**config.mk**
```make
export PLATFORM = sky130hd
export DESIGN_NAME = fixed_divider
export DESIGN_NICKNAME = d
export VERILOG_FILES = /design/src/rtl/fixed_divider.sv
export SDC_FILE = /design/constraint.sdc
export NUM_CORES = 1
export LEC_CHECK = 0
export BUFFER_PORTS_ARGS = -buffer_cell sky130_fd_sc_hd__buf_2
export CAP_MARGIN = 20
export CELL_PAD_IN_SITES_DETAIL_PLACEMENT = 0
export CELL_PAD_IN_SITES_GLOBAL_PLACEMENT = 1
export CORE_AREA = 2 2 154 156
export DETAILED_ROUTE_END_ITERATION = 7
export DIE_AREA = 0 0 156 158
export PLACE_DENSITY = 0.77
export RECOVER_POWER = 25
export SYNTH_ARGS = -nofsm -noshare
export SYNTH_HDL_FRONTEND = slang
export SYNTH_SLANG_ARGS = --single-unit
```
**constraint.sdc**
```tcl
create_clock -name clk -period 4.34 [get_ports clk]
set_clock_uncertainty 0.2 [all_clocks]
set_input_delay 1.302 -clock clk [delete_from_list [all_inputs] [get_ports clk]]
set_output_delay 1.302 -clock clk [all_outputs]
set_load 0.01 [all_outputs]
```
**src/rtl/fixed_divider.sv**
```systemverilog
// -----------------------------------------------------------------------------
// fixed_divider
//
// Signed fixed-point divider, c = trunc_toward_zero((a << fractional_size) / b),
// built as a sequential restoring divider that produces one quotient bit per
// clock, MSB first. There is no multiplier or divider in the datapath: it uses
// only shift, subtract, compare and mux.
//
// Handshake: in_ready is high only in IDLE and out_valid only in DONE. A result
// stays stable until out_valid && out_ready.
//
// Ports
//   clk          sole clock, rising edge
//   rst          synchronous, active-high reset
//   in_valid     a/b valid this cycle (sampled only in IDLE)
//   in_ready     block can accept a new operand pair
//   a, b         signed fixed-point dividend / divisor
//   out_valid    c and flags valid
//   out_ready    consumer accepts the result (sampled only in DONE)
//   c            signed fixed-point quotient
//   div_by_zero  b was zero; c is +max when a >= 0, -max-1 when a < 0
//   overflow     the true quotient does not fit in operand_size bits
//
// Configuration macro
//   FIXED_DIVIDER_SATURATE_EN  defined:   c clamps to +max / -max-1 on overflow
//                              undefined: c wraps to the low operand_size bits
// -----------------------------------------------------------------------------
module fixed_divider #(
  parameter int fractional_size = 12,
  parameter int operand_size    = 32
) (
  input  logic                    clk,
  input  logic                    rst,
  input  logic                    in_valid,
  output logic                    in_ready,
  input  logic [operand_size-1:0] a,
  input  logic [operand_size-1:0] b,
  output logic                    out_valid,
  input  logic                    out_ready,
  output logic [operand_size-1:0] c,
  output logic                    div_by_zero,
  output logic                    overflow
);

  localparam int ITER  = operand_size + fractional_size;
  localparam int CNT_W = $clog2(ITER);

  localparam logic [CNT_W-1:0]        CNT_START = CNT_W'(ITER - 1);
  localparam logic [operand_size-1:0] MAX_C     = {1'b0, {(operand_size-1){1'b1}}};
  localparam logic [operand_size-1:0] MIN_C     = {1'b1, {(operand_size-1){1'b0}}};
  // Largest quotient magnitudes that still fit, for each result sign.
  localparam logic [ITER-1:0] POS_LIMIT = {{fractional_size{1'b0}}, MAX_C};
  localparam logic [ITER-1:0] NEG_LIMIT = {{fractional_size{1'b0}}, MIN_C};

  typedef enum logic [1:0] {
    IDLE,
    DIVIDE,
    DONE
  } state_t;

  state_t                  state_reg;
  logic [CNT_W-1:0]        count_reg;
  // Shared dividend/quotient register: dividend bits leave at the MSB while
  // quotient bits enter at the LSB, so after ITER steps it holds |quotient|.
  logic [ITER-1:0]         dq_reg;
  logic [operand_size:0]   rem_reg;
  logic [operand_size-1:0] b_mag_reg;
  logic                    sign_reg;
  logic [operand_size-1:0] c_reg;
  logic                    dbz_reg;
  logic                    ovf_reg;

  // Operand magnitudes. The most negative value maps onto 2^(operand_size-1),
  // which is still representable as an unsigned magnitude.
  logic [operand_size-1:0] a_mag;
  logic [operand_size-1:0] b_mag;

  assign a_mag = a[operand_size-1] ? -a : a;
  assign b_mag = b[operand_size-1] ? -b : b;

  // One restoring-division step.
  logic [operand_size:0]   rem_shift;
  logic [operand_size:0]   rem_trial;
  logic                    q_bit;
  logic [operand_size:0]   rem_next;
  logic [ITER-1:0]         dq_next;

  always_comb begin
    rem_shift = {rem_reg[operand_size-1:0], dq_reg[ITER-1]};
    rem_trial = rem_shift - {1'b0, b_mag_reg};
    q_bit     = (rem_shift >= {1'b0, b_mag_reg});
    rem_next  = q_bit ? rem_trial : rem_shift;
    dq_next   = {dq_reg[ITER-2:0], q_bit};
  end

  // Final signed result, evaluated on the step that completes iteration 0.
  logic [operand_size-1:0] q_low;
  logic [operand_size-1:0] c_next;
  logic                    ovf_next;

  always_comb begin
    q_low    = dq_next[operand_size-1:0];
    ovf_next = sign_reg ? (dq_next > NEG_LIMIT) : (dq_next > POS_LIMIT);
    // Negating the low bits equals the low bits of the negated magnitude,
    // and a zero magnitude stays zero.
    c_next   = sign_reg ? -q_low : q_low;
`ifdef FIXED_DIVIDER_SATURATE_EN
    if (ovf_next) begin
      c_next = sign_reg ? MIN_C : MAX_C;
    end
`endif
  end

  always_ff @(posedge clk) begin
    if (rst) begin
      state_reg <= IDLE;
      count_reg <= '0;
      dq_reg    <= '0;
      rem_reg   <= '0;
      b_mag_reg <= '0;
      sign_reg  <= 1'b0;
      c_reg     <= '0;
      dbz_reg   <= 1'b0;
      ovf_reg   <= 1'b0;
    end else begin
      case (state_reg)
        IDLE: begin
          if (in_valid) begin
            dq_reg    <= {a_mag, {fractional_size{1'b0}}};
            rem_reg   <= '0;
            b_mag_reg <= b_mag;
            sign_reg  <= a[operand_size-1] ^ b[operand_size-1];
            if (b == '0) begin
              // Substitute result is available immediately.
              state_reg <= DONE;
              c_reg     <= a[operand_size-1] ? MIN_C : MAX_C;
              dbz_reg   <= 1'b1;
              ovf_reg   <= 1'b0;
            end else begin
              state_reg <= DIVIDE;
              count_reg <= CNT_START;
            end
          end
        end

        DIVIDE: begin
          rem_reg <= rem_next;
          dq_reg  <= dq_next;
          if (count_reg == '0) begin
            state_reg <= DONE;
            c_reg     <= c_next;
            ovf_reg   <= ovf_next;
            dbz_reg   <= 1'b0;
          end else begin
            count_reg <= count_reg - CNT_W'(1);
          end
        end

        DONE: begin
          if (out_ready) begin
            state_reg <= IDLE;
            dbz_reg   <= 1'b0;
            ovf_reg   <= 1'b0;
          end
        end

        default: begin
          state_reg <= IDLE;
        end
      endcase
    end
  end

  assign in_ready    = (state_reg == IDLE);
  assign out_valid   = (state_reg == DONE);
  assign c           = c_reg;
  assign div_by_zero = dbz_reg;
  assign overflow    = ovf_reg;

endmodule

```
Word-level counts from Yosys, hierarchy flattened:

Cells that the tools add are included.

* output and inout bits: 36
* register bits after elaboration: 151
* logic and storage cells: 69
* input bits: 68

* reduce and logical (&&, ||, !) cells: 11
* bitwise logic cells: 1
* add/sub/neg operators: 5
* eq/ne operators: 8
* magnitude comparators: 3
* muxes and demuxes: 32

Operator list (count)
* $mux W32: 9
* $pmux W32 S2: 2
* $neg A32 Y32: 3
* $pmux W44 S2: 1
* $gt A44 B31 Y1 const B: 1
* $gt A44 B32 Y1 const B: 1
* $mux W44: 1
* $ge A33 B32 Y1: 1
* $logic_not A32 Y1: 1
* $sub A32 B32 Y32: 1
* $mux W6: 3
* $pmux W6 S2: 1
* $mux W1: 8
* $mux W2: 4
* $ne A2 B2 Y1 const B: 4
* $reduce_and A4 Y1: 2
* $logic_not A6 Y1: 1
* $pmux W1 S3: 2
* $pmux W2 S3: 1
* $sub A6 B1 Y6 const B: 1
* $reduce_and A5 Y1: 1
* $ne A2 B1 Y1 const B: 2
* $reduce_and A2 Y1: 2
* $reduce_and A3 Y1: 1
* 6 further kinds: 6

Logic depth before layout (Yosys ltp):

Gate-level depths: netlist of run 1.

* word-level depth: 5
* depth in mapped cells: 21

Least setup slack after synthesis of run 1:

No wires, ideal clock.

* path kind: register -> register
* from: register b_mag_reg[1]
* to: register c_reg[26] (netlist: c[26])
* setup slack: 0.473 ns
* buffers on the path: 1
* arrival time: 3.540 ns
* clock period less this slack: 3.867 ns
* cell stages (with the launch flop): 21
* data required time: 4.012 ns
* cell sequence: dfxtp_1 > inv_1 > ha_1 > nor2b_1 > o31ai_1 > a21oi_1 > a31oi_1 > and4_1 > nor2_1 > inv_1 > clkbuf_1 > ha_1 > nand2b_1 > nor3_1 > nand2_1 > or2_4 > o31ai_4 > xor2_1 > a211oi_1 > a21oi_1 > nor2_1

* longest elaborated chain between the ends: 5

RTL lines
* from (decl): line 67 `logic [operand_size-1:0] b_mag_reg;`
* from (signal assigned): line 131 `b_mag_reg <= b_mag;`
* $ge A33 B32 Y1: line 91 `q_bit = (rem_shift >= {1'b0, b_mag_reg});`
* $neg A32 Y32: line 106 `c_next = sign_reg ? -q_low : q_low;`
* $mux W32: line 106
* $mux W32: line 149 `if (count_reg == '0) begin`
* $pmux W32 S2: line 126 `case (state_reg)`
* to (signal assigned): line 136 `c_reg <= a[operand_size-1] ? MIN_C : MAX_C;`
* to (signal assigned): line 151 `c_reg <= c_next;`
* to (decl): line 69 `logic [operand_size-1:0] c_reg;`

Every way passes these cells. The select of a mux whose other input is x is not followed.
A chain may end at the register's enable or synchronous reset.

==> results of run 1 <==
## where the power goes
part	switching (µW)	internal [µW]	total, µW
sequential	250	1660	1910
clock	685	817	1500
combinational	1820	1010	2830
## layout by cell type (no fill, tap or decap), types with 21 or more instances in the layout
cell type and count:
clkbuf_1 35, nor3_1 21, xnor2_1 35, buf_2 68, o31ai_1 32, a22oi_1 25
o21ai_0 86, nor2_1 121, nand2_1 163, a21oi_1 98, ha_1 40, xor2_1 72
a211oi_1 52, dfxtp_1 151, buf_4 31, nand3_1 24, inv_1 59
## metrics by stage
stage / cells / hold WS, ns / setup slack [ns] / power (µW) / utilization (%)
final: 1680 / 0.253 / 0.375 / 6250 / 49.2
after global routing: 1680 / 0.277 / 0.00962 / 6690 / 49.2
after CTS: 1680 / 0.252 / 0.436 / 6280 / 49.4
after detailed placement: 1649 / 0.244 / 0.249 / 4770 / 46.8
after global placement: 1649 / 0.243 / 0.342 / 4770 / 46.8
after floorplan: 1305 / 0.232 / 0.473 / 3970 / -
## final timing paths
path / endpoint / start / slack [ns] / depth (start not counted)
setup / recovery: count_reg[4] / rst / 0.38 / 4
hold / removal: b_mag_reg[31] / b_mag_reg[31] / 0.25 / 2
setup reg to reg: c[28] / b_mag_reg[18] / 0.39 / 20
hold reg to reg: b_mag_reg[31] / b_mag_reg[31] / 0.25 / 2
## cells in the mapped netlist, drive strengths merged (4+ instances only)
master   number  area, µm²
a31oi         6       37.5
ha           41        513
o31ai        34        283
dfxtp       151       3020
a22oi        25        188
nand2       163        612
nand3        24        120
or3          18        118
nor2b         9       56.3
o21a          9       67.6
nand3b        6       45.0
nand4        17        106
nor4         17        128
a21o         10       75.1
or4           8       63.8
xnor2        35        307
a2111oi       4       37.5
mux2          8       90.1
o21ai        91        467
buf          15       78.8
inv          59        221
o221ai        4       35.0
a32oi         6       52.6
nand2b       10       62.6
mux2i        15        150
and2          8       50.1
nor3         22        115
nor2        123        462
clkbuf       66        249
o41ai        15        131
and3          5       31.3
o211ai        9       72.6
a21oi        98        490
a211oi       52        390
xor2         72        631
or2           8       52.6
## cells by family (layout without fill, tap and decap cells)
| logic type | Yosys count | after routing | share of synthesized area [%] |
|---|---|---|---|
| xor gates and xnor gates | 107 | 107 | 9.39 |
| DFF | 151 | 151 | 30.3 |
| and+or+nand+nor | 447 | 447 | 21.0 |
| muxes | 23 | 23 | 2.41 |
| AOI/OAI and AO/OA | 395 | 395 | 26.1 |
| buffers and inverters | 140 | 225 | 5.50 |
| adders and majority gates | 42 | 42 | 5.34 |
## cell type report
class                   instances  area (µm²)  area share, %
clock inverters                14         159           1.40
well taps                     290         363           3.20
clock buffers                  17         425           3.75
inverters                      59         221           1.95
flip-flops and latches        151        3020           26.7
repair buffers                135         712           6.28
multi-input cells            1014        6430           56.7
## routing by layer
| metal | vias to the layer above | track usage (%) | share of wire [%] |
|---|---|---|---|
| li1 | 4858 | - | - |
| met1 | 4453 | 30.1 | 47 |
| met2 | 176 | 39.8 | 48 |
| met3 | 30 | 3.15 | 3.0 |
| met4 | 0 | 6.73 | 1.9 |
| met5 | - | 0 | 0 |
## tightest hold or removal path, stage by stage, from the launching register on
cell and delay [ns]:
dfxtp_1 0.31, nand2_1 0.05, a21oi_1 0.05
==> results.tsv, run 1 <==
stage	metric	value	unit
finish	final instance area	11300	µm²
clock_tree	post-CTS resize count	0	
setup_path	max incr delay on CP	1.58	ns
synthesis	cell count after synthesis	1305	
placed_design	routability cong.	0.885	
placed_design	port bufs	103	
run	Max-cap violations	1	
sta	worst slew pin tran	2.26	ns
drt	detailed-route via count	9517	
clock_tree	# Post-CTS Setup Buffers	0	
synthesis	synthesized cell area	9980	µm²
setup_path	CP Class	input port to flop	
setup_path	cell at the slowest stage of the critical path	clkbuf_1	
synthesis	Netlist cell types	78	
setup_path	critical-path maximum fanout	53	
power	Max rail drop VDD	0.283	mV
sta	setup_tns	0	ns
floorplanning	# rows	56	
clock_tree	Clk Tree Root Cell	clkbuf_16	
grt	grt ovf	0	
sta	Tcrit/Tclk final	91.4	%
outcome	run status	complete, but fails checks	
synthesis	fraction of registers with async set/reset	0	%
floorplanning	Die Y	158	µm
sta	worst rel slew slack	-50.5	%
floorplanning	io pins	104	
clock_tree	Clock transition at path regs	0.07	ns
finish	area grow syn2layout	13.5	%
min_path	worst hold-check path type	flop to flop	
clock_tree	CTS HTree Levels	4	
setup_path	Cell Chain, Critical Path	clkbuf_1 -> clkbuf_4 -> nand2b_1 -> a21oi_1	
setup_path	Crit path buffers/inverters	2	
setup_path	crit path capture type	flop	
setup_path	CP top delay family	buffers and inverters	
drt	Via density	5.66	
synthesis	register area share after synthesis	30.3	%
finish	Layout Nets	1488	
synthesis	Yosys reg bits	151	
placed_design	area of placed instances	10800	µm²
sta	final setup violating endpoints	0	
floorplanning	Core Area	23100	µm²
sta	max-slew violations	47	
finish	share of layout cells above drive strength 1	11.6	%
finish	# diodes	0	
clock_tree	CTS Hold Bufs	0	
floorplanning	DIE AREA	24600	µm²
grt	vias in the first global route	8889	
synthesis	yosys warns	0	
sta	final hold vios	0	
setup_path	CP startpoint kind	input port	
sta	RSZ-0062 raised after global routing	false	
floorplanning	Initial Util	43.3	%
power	PD cells	551	nW/µm²
synthesis	EDFF count, synth	0	
clock_tree	Clock Tree Buf Depth	2	
sta	maximum clock frequency	252	MHz
drt	DR DRC count	0	
drt	Total Wirelength	28.3	mm
placed_design	Post-DP HPWL	20.5	mm
drt	DR WL/cell	16.9	µm
grt	antenna violations before repair	0	
drt	drt first pass iters	7	
finish	Largest register FFs	44	
clock_tree	clock latency on the worst-skew pair	0.43	ns
floorplanning	Die Wd	156	µm
drt	Initial DRC Count	582	
synthesis	syn avg cell area	7.65	µm²
grt	gr usage total	23.1	%
clock_tree	clk sink count	151	
sta	Final min period	3.96	ns
outcome	failing checks	max-capacitance violations, max-slew violations	
finish	# fillers	2327	
power	LEAKAGE	0.00439	µW
clock_tree	CTS Buf Count	17	
drt	antenna viol nets, final	0	
setup_path	crit path DAT	4.09	ns
clock_tree	CTS tree	built	
synthesis	ys flop type	dfxtp_1	
grt	largest net degree at the start of global routing	70	
setup_path	worst endpoint required time	4.46	ns
grt	first-pass GRT wire length	45.7	mm
synthesis	Syn Nets	1415	
Power figures use the tool's default switching activity.
==> run 2: changes to the inputs <==
- RECOVER_POWER: 25 -> 100
==> run 2 against run 1 <==
- the flow still finishes with violations (max-capacitance violations, max-slew violations)
- sequential share of layout area increased by 0.15 points
- sequential power about the same
- via count decreased by 0.16%
- die area unchanged
- fmax decreased by 4.2%
- non-clock buffer count unchanged
- first-iteration DRC count decreased by 11%
- worst setup slack got worse by 0.17 ns
- critical endpoint is now c[5]
==> results.tsv, run 2 (synthesis gave the netlist of run 1 again) <==
stage	metric	value	unit	change
drt	Total Wirelength	28.3	mm	about the same
clock_tree	clk sink count	151		unchanged
setup_path	CP startpoint kind	input port		
drt	drt first pass iters	5		-2
finish	most common cell after layout, fill and taps aside	nand2_1		
clock_tree	CTS tree	built		
drt	DR DRC count	0		unchanged
grt	largest net degree at the start of global routing	70		unchanged
finish	most frequent cells in the layout	163 x nand2_1, 151 x dfxtp_1, 121 x nor2_1		
finish	Largest register FFs	44		unchanged
grt	grt ovf	0		unchanged
clock_tree	CTS Buf Count	17		unchanged
drt	antenna viol nets, final	0		unchanged
sta	worst slew pin tran	2.28	ns	+0.0271 ns
clock_tree	Clock transition at path regs	0.07	ns	about the same
floorplanning	DIE AREA	24600	µm²	unchanged
floorplanning	# rows	56		unchanged
power	LEAKAGE	0.00435	µW	-0.88%
setup_path	reg-to-reg critical path startpoint	b_mag_reg[22]		
grt	antenna violations before repair	0		unchanged
power	PD cells	551	nW/µm²	about the same
power	Max rail drop VDD	0.282	mV	-0.36%
finish	# fillers	2342		+0.64%
setup_path	Reg2Reg Depth	19		-5.0%
finish	# diodes	0		unchanged
sta	worst rel slew slack	-52.3	%	-1.8 points
clock_tree	CTS HTree Levels	4		unchanged
setup_path	crit path from	b[23]		
clock_tree	CTS Hold Bufs	0		unchanged
sta	RSZ-0062 raised after global routing	false		
finish	share of layout cells above drive strength 1	10.9	%	-0.72 points
outcome	failing checks	max-capacitance violations, max-slew violations		
setup_path	crit path capture	c[5]		
setup_path	critical-path maximum fanout	13		-75%
placed_design	Post-DP HPWL	20.5	mm	unchanged
grt	gr usage total	23.1	%	unchanged
setup_path	crit path capture type	flop		
sta	final setup violating endpoints	0		unchanged
floorplanning	Initial Util	43.3	%	unchanged
drt	DR WL/cell	16.9	µm	about the same
clock_tree	post-CTS resize count	0		unchanged
finish	area grow syn2layout	12.9	%	
grt	first-pass GRT wire length	45.7	mm	unchanged
floorplanning	io pins	104		unchanged
min_path	hold path start	b_mag_reg[31]		
setup_path	worst endpoint required time	4.34	ns	-0.12 ns
clock_tree	clock latency on the worst-skew pair	0.43	ns	about the same
setup_path	worst r2r dst	c[26]		
placed_design	routability cong.	0.885		unchanged
setup_path	R2R Setup Slk	0.35	ns	-0.04 ns
run	Max-cap violations	1		unchanged
placed_design	port bufs	103		unchanged
drt	detailed-route via count	9502		-0.16%
sta	final hold vios	0		unchanged
floorplanning	Die Y	158	µm	unchanged
setup_path	crit path DAT	4.14	ns	+0.05 ns
outcome	run status	complete, but fails checks		
power	Tot Pwr	6210	µW	-0.57%
sta	Tcrit/Tclk final	95.4	%	+4.0 points
floorplanning	Core Area	23100	µm²	unchanged
drt	Initial DRC Count	518		-11%
setup_path	CP Class	input port to flop		
clock_tree	# Post-CTS Setup Buffers	0		unchanged
sta	max-slew violations	47		unchanged
drt	Via density	5.66		-0.16%
grt	vias in the first global route	8889		unchanged
sta	maximum clock frequency	242	MHz	-4.2%
min_path	worst hold-check path type	flop to flop		
sta	setup_tns	0	ns	unchanged
finish	Layout Nets	1488		unchanged
clock_tree	Clock Tree Buf Depth	2		unchanged
sta	Final min period	4.14	ns	+0.174 ns
clock_tree	Clk Tree Root Cell	clkbuf_16		
floorplanning	Die Wd	156	µm	unchanged
## run 2: changes by cell type in the layout (fill, tap and decap cells not counted), sizes merged
cell / previous run / this run
buf: 99 / 92
clkbuf: 53 / 60
## run 2: final cells by class
type	count	area, µm²	share of cell area, %
Inverter	59	221	1.97
Clock buffer	17	425	3.78
Tap cell	290	363	3.22
Clock inverter	14	159	1.41
Multi-Input combinational cell	1014	6370	56.6
Sequential cell	151	3020	26.8
Timing Repair Buffer	135	699	6.21
## run 2: routing by layer
layer	wire length, µm	part of all wire [%]	vias to the layer above	track usage, %
met5	0	0	-	0
met1	13300	47	4458	30.1
li1	-	-	4854	-
met4	526	1.9	0	6.73
met3	857	3.0	29	3.15
met2	13600	48	161	39.8
## run 2: critical path: stages
cell	delay (ns)
clkbuf_1	0.11
or3_1	0.42
or3_1	0.36
nor4_1	0.62
nand2_1	0.19
and2_0	0.24
nor3_1	0.46
clkbuf_4	0.34
a211oi_1	0.09
## run 2: worst min path at each step
stage / end / slack, ns / cells past startpoint
after floorplan: b_mag_reg[22] / 0.23 / 2
final: b_mag_reg[31] / 0.25 / 2
after global placement: b_mag_reg[31] / 0.24 / 2
after CTS: b_mag_reg[31] / 0.25 / 2
after detailed placement: b_mag_reg[31] / 0.24 / 2
after global routing: b_mag_reg[0] / 0.28 / 2
## run 2: per-stage QoR
| step | worst slack [ns] | util, % | hold slack (ns) | instances | cell area, µm² |
|---|---|---|---|---|---|
| 5_1_grt | 0.00738 | 48.9 | 0.277 | 1680 | 11300 |
| 3_5_place_dp | 0.249 | 46.8 | 0.244 | 1649 | 10800 |
| 3_3_place_gp | 0.342 | 46.8 | 0.243 | 1649 | 10800 |
| 6_report | 0.202 | 48.9 | 0.253 | 1680 | 11300 |
| 4_1_cts | 0.436 | 49.4 | 0.252 | 1680 | 11400 |
| 2_1_floorplan | 0.473 | - | 0.232 | 1305 | 9980 |
## run 2: power breakdown
part           switching, µW  internal, µW
Sequential               248          1660
Clock                    685           817
Combinational           1810           994
==> run 3: changes to the inputs <==
- PLACE_DENSITY: 0.77 -> 0.85
==> run 3 against run 2 <==
- the flow still finishes with violations (max-capacitance violations, max-slew violations)
- utilization decreased by 0.087 points
- fmax increased by 0.34%
- critical path depth up 1
- clock-buffer cell count stayed put
- sequential cell count did not move
- critical path type unchanged
- combinational power about the same
- sequential share of layout area is essentially flat
- register-to-register slack is essentially flat
==> results.tsv, run 3 (synthesis gave the netlist of run 1 again) <==
stage	metric	value	unit	change
sta	worst slew pin tran	1.57	ns	-0.715 ns
floorplanning	# rows	56		unchanged
grt	grt ovf	0		unchanged
setup_path	CP startpoint kind	input port		
floorplanning	Die Y	158	µm	unchanged
placed_design	worst slack at placement	0.225	ns	-0.0240 ns
finish	area grow syn2layout	12.7	%	
clock_tree	CTS tree	built		
drt	DR DRC count	0		unchanged
finish	most common cell after layout, fill and taps aside	nand2_1		
drt	DR WL/cell	16.8	µm	-0.23%
setup_path	max incr delay on CP	0.76	ns	+0.14 ns
finish	share of layout cells above drive strength 1	10.5	%	-0.39 points
floorplanning	Core Area	23100	µm²	unchanged
finish	Largest register FFs	44		unchanged
finish	# diodes	0		unchanged
drt	drt first pass iters	5		unchanged
power	PD cells	553	nW/µm²	+0.27%
sta	Worst Hold Margin	0.266	ns	+0.0131 ns
grt	first-pass GRT wire length	45.4	mm	-0.62%
power	LEAKAGE	0.00432	µW	-0.69%
clock_tree	clk sink count	151		unchanged
power	Max rail drop VDD	0.362	mV	+28%
grt	largest net degree at the start of global routing	92		+31%
power	Tot Pwr	6220	µW	about the same
setup_path	R2R Setup Slk	0.35	ns	about the same
sta	worst rel slew slack	-5.03	%	+47 points
sta	final worst setup slack	0.215	ns	+0.0138 ns
finish	# fillers	2298		-1.9%
setup_path	CP dominant cell by count	nand2_1		
sta	RSZ-0062 raised after global routing	false		
placed_design	Post-DP HPWL	20.3	mm	-0.95%
placed_design	routability cong.	0.872		-1.4%
sta	maximum clock frequency	242	MHz	+0.34%
outcome	failing checks	max-capacitance violations, max-slew violations		
placed_design	port bufs	103		unchanged
clock_tree	Clk Tree Root Cell	clkbuf_16		
clock_tree	Clock Tree Buf Depth	2		unchanged
finish	Multi-input gate area	6400	µm²	+0.37%
setup_path	reg-to-reg critical path startpoint	b_mag_reg[1]		
sta	final setup violating endpoints	0		unchanged
drt	detailed-route via count	9651		+1.6%
setup_path	worst endpoint required time	4.46	ns	+0.12 ns
setup_path	crit path capture type	flop		
sta	Tcrit/Tclk final	95.0	%	-0.32 points
finish	Sequential cell area	3020	µm²	unchanged
min_path	Worst Hold Path EP	b_mag_reg[31]		
min_path	hold path cells	2		unchanged
floorplanning	io pins	104		unchanged
sta	Final min period	4.12	ns	-0.0138 ns
clock_tree	# Post-CTS Setup Buffers	0		unchanged
floorplanning	Die Wd	156	µm	unchanged
clock_tree	clock latency on the worst-skew pair	0.43	ns	about the same
drt	Initial DRC Count	701		+35%
floorplanning	DIE AREA	24600	µm²	unchanged
setup_path	critical-path maximum fanout	4		-9
sta	setup_tns	0	ns	unchanged
clock_tree	post-CTS resize count	0		unchanged
finish	Layout Nets	1482		-0.40%
drt	antenna viol nets, final	0		unchanged
outcome	run status	complete, but fails checks		
sta	final hold vios	0		unchanged
clock_tree	CTS Hold Bufs	0		unchanged
min_path	hold path start	b_mag_reg[31]		
setup_path	worst r2r dst	c[26]		
clock_tree	CTS HTree Levels	4		unchanged
sta	max-slew violations	26		-45%
finish	Layout Utilization	48.8	%	-0.087 points
setup_path	CP Class	input port to flop		
min_path	worst hold-check path type	flop to flop		
clock_tree	CTS Buf Count	17		unchanged
setup_path	crit path DAT	4.24	ns	+0.10 ns
setup_path	Reg2Reg Depth	19		unchanged
setup_path	cell at the slowest stage of the critical path	nor4_1		
floorplanning	Initial Util	43.3	%	unchanged
setup_path	Cell Chain, Critical Path	clkbuf_1 -> or4_1 -> nand3b_1 -> nor4_1 -> nand2_1 -> and2_0 -> nor3_2 -> nand2_1 -> o221ai_1 -> a21oi_1		
drt	Total Wirelength	28.2	mm	-0.53%
grt	antenna violations before repair	0		unchanged
clock_tree	Clock transition at path regs	0.07	ns	about the same
drt	Via density	5.76		+1.9%
grt	vias in the first global route	8570		-3.6%
run	Max-cap violations	1		unchanged
grt	gr usage total	22.9	%	-0.12 points
finish	most frequent cells in the layout	163 x nand2_1, 151 x dfxtp_1, 123 x nor2_1		
## run 3: cell count changes in the layout (fill, tap and decap cells not counted), moves of 2 or more
cell      delta
clkinv_2     +2
nor2_1       +2
clkinv_4     +3
clkbuf_4     -2
buf_2        -3
and2_0       +2
inv_8        -3
clkbuf_1     +3
buf_4        -5
## run 3: through the flow
step | cell area [µm²] | std cells
after CTS | 11400 | 1675
after floorplan | 9980 | 1305
final | 11200 | 1675
after global routing | 11200 | 1675
after global placement | 10800 | 1643
after detailed placement | 10800 | 1643
## run 3: worst max-delay path by stage
| stage | start | to | cells past startpoint |
|---|---|---|---|
| finish | b[8] | c[9] | 10 |
| floorplan | b_mag_reg[1] | c[26] | 20 |
| CTS | b_mag_reg[1] | c[26] | 19 |
| global route | b[8] | c[31] | 9 |
| global placement | b[10] | c[30] | 10 |
| detailed placement | b[10] | c[13] | 8 |
## run 3: worst max-delay path, delay by kind of cell
kind / cells / cell delay, ns
AO/OA/AOI/OAI: 2 / 0.28
buffers and inverters: 1 / 0.11
AND/OR/NAND/NOR: 7 / 2.55
## run 3: cell type report
type | instances | share of cell area (%)
Sequential cell | 151 | 26.9
Clock buffer | 17 | 3.78
Inverter | 59 | 1.97
Clock inverter | 15 | 1.48
Tap cell | 290 | 3.23
Multi-Input combinational cell | 1014 | 56.9
Timing Repair Buffer | 129 | 5.76
## run 3: power breakdown
part | internal (µW) | switching [µW]
clock | 859 | 647
sequential | 1660 | 264
combinational | 973 | 1810
total | 3500 | 2720
## run 3: per-layer routing
metal / global-route usage, % / routed length, µm
met5: 0 / 0
met4: 6.55 / 473
met3: 3.86 / 1560
met2: 35.3 / 12300
met1: 32.9 / 13800
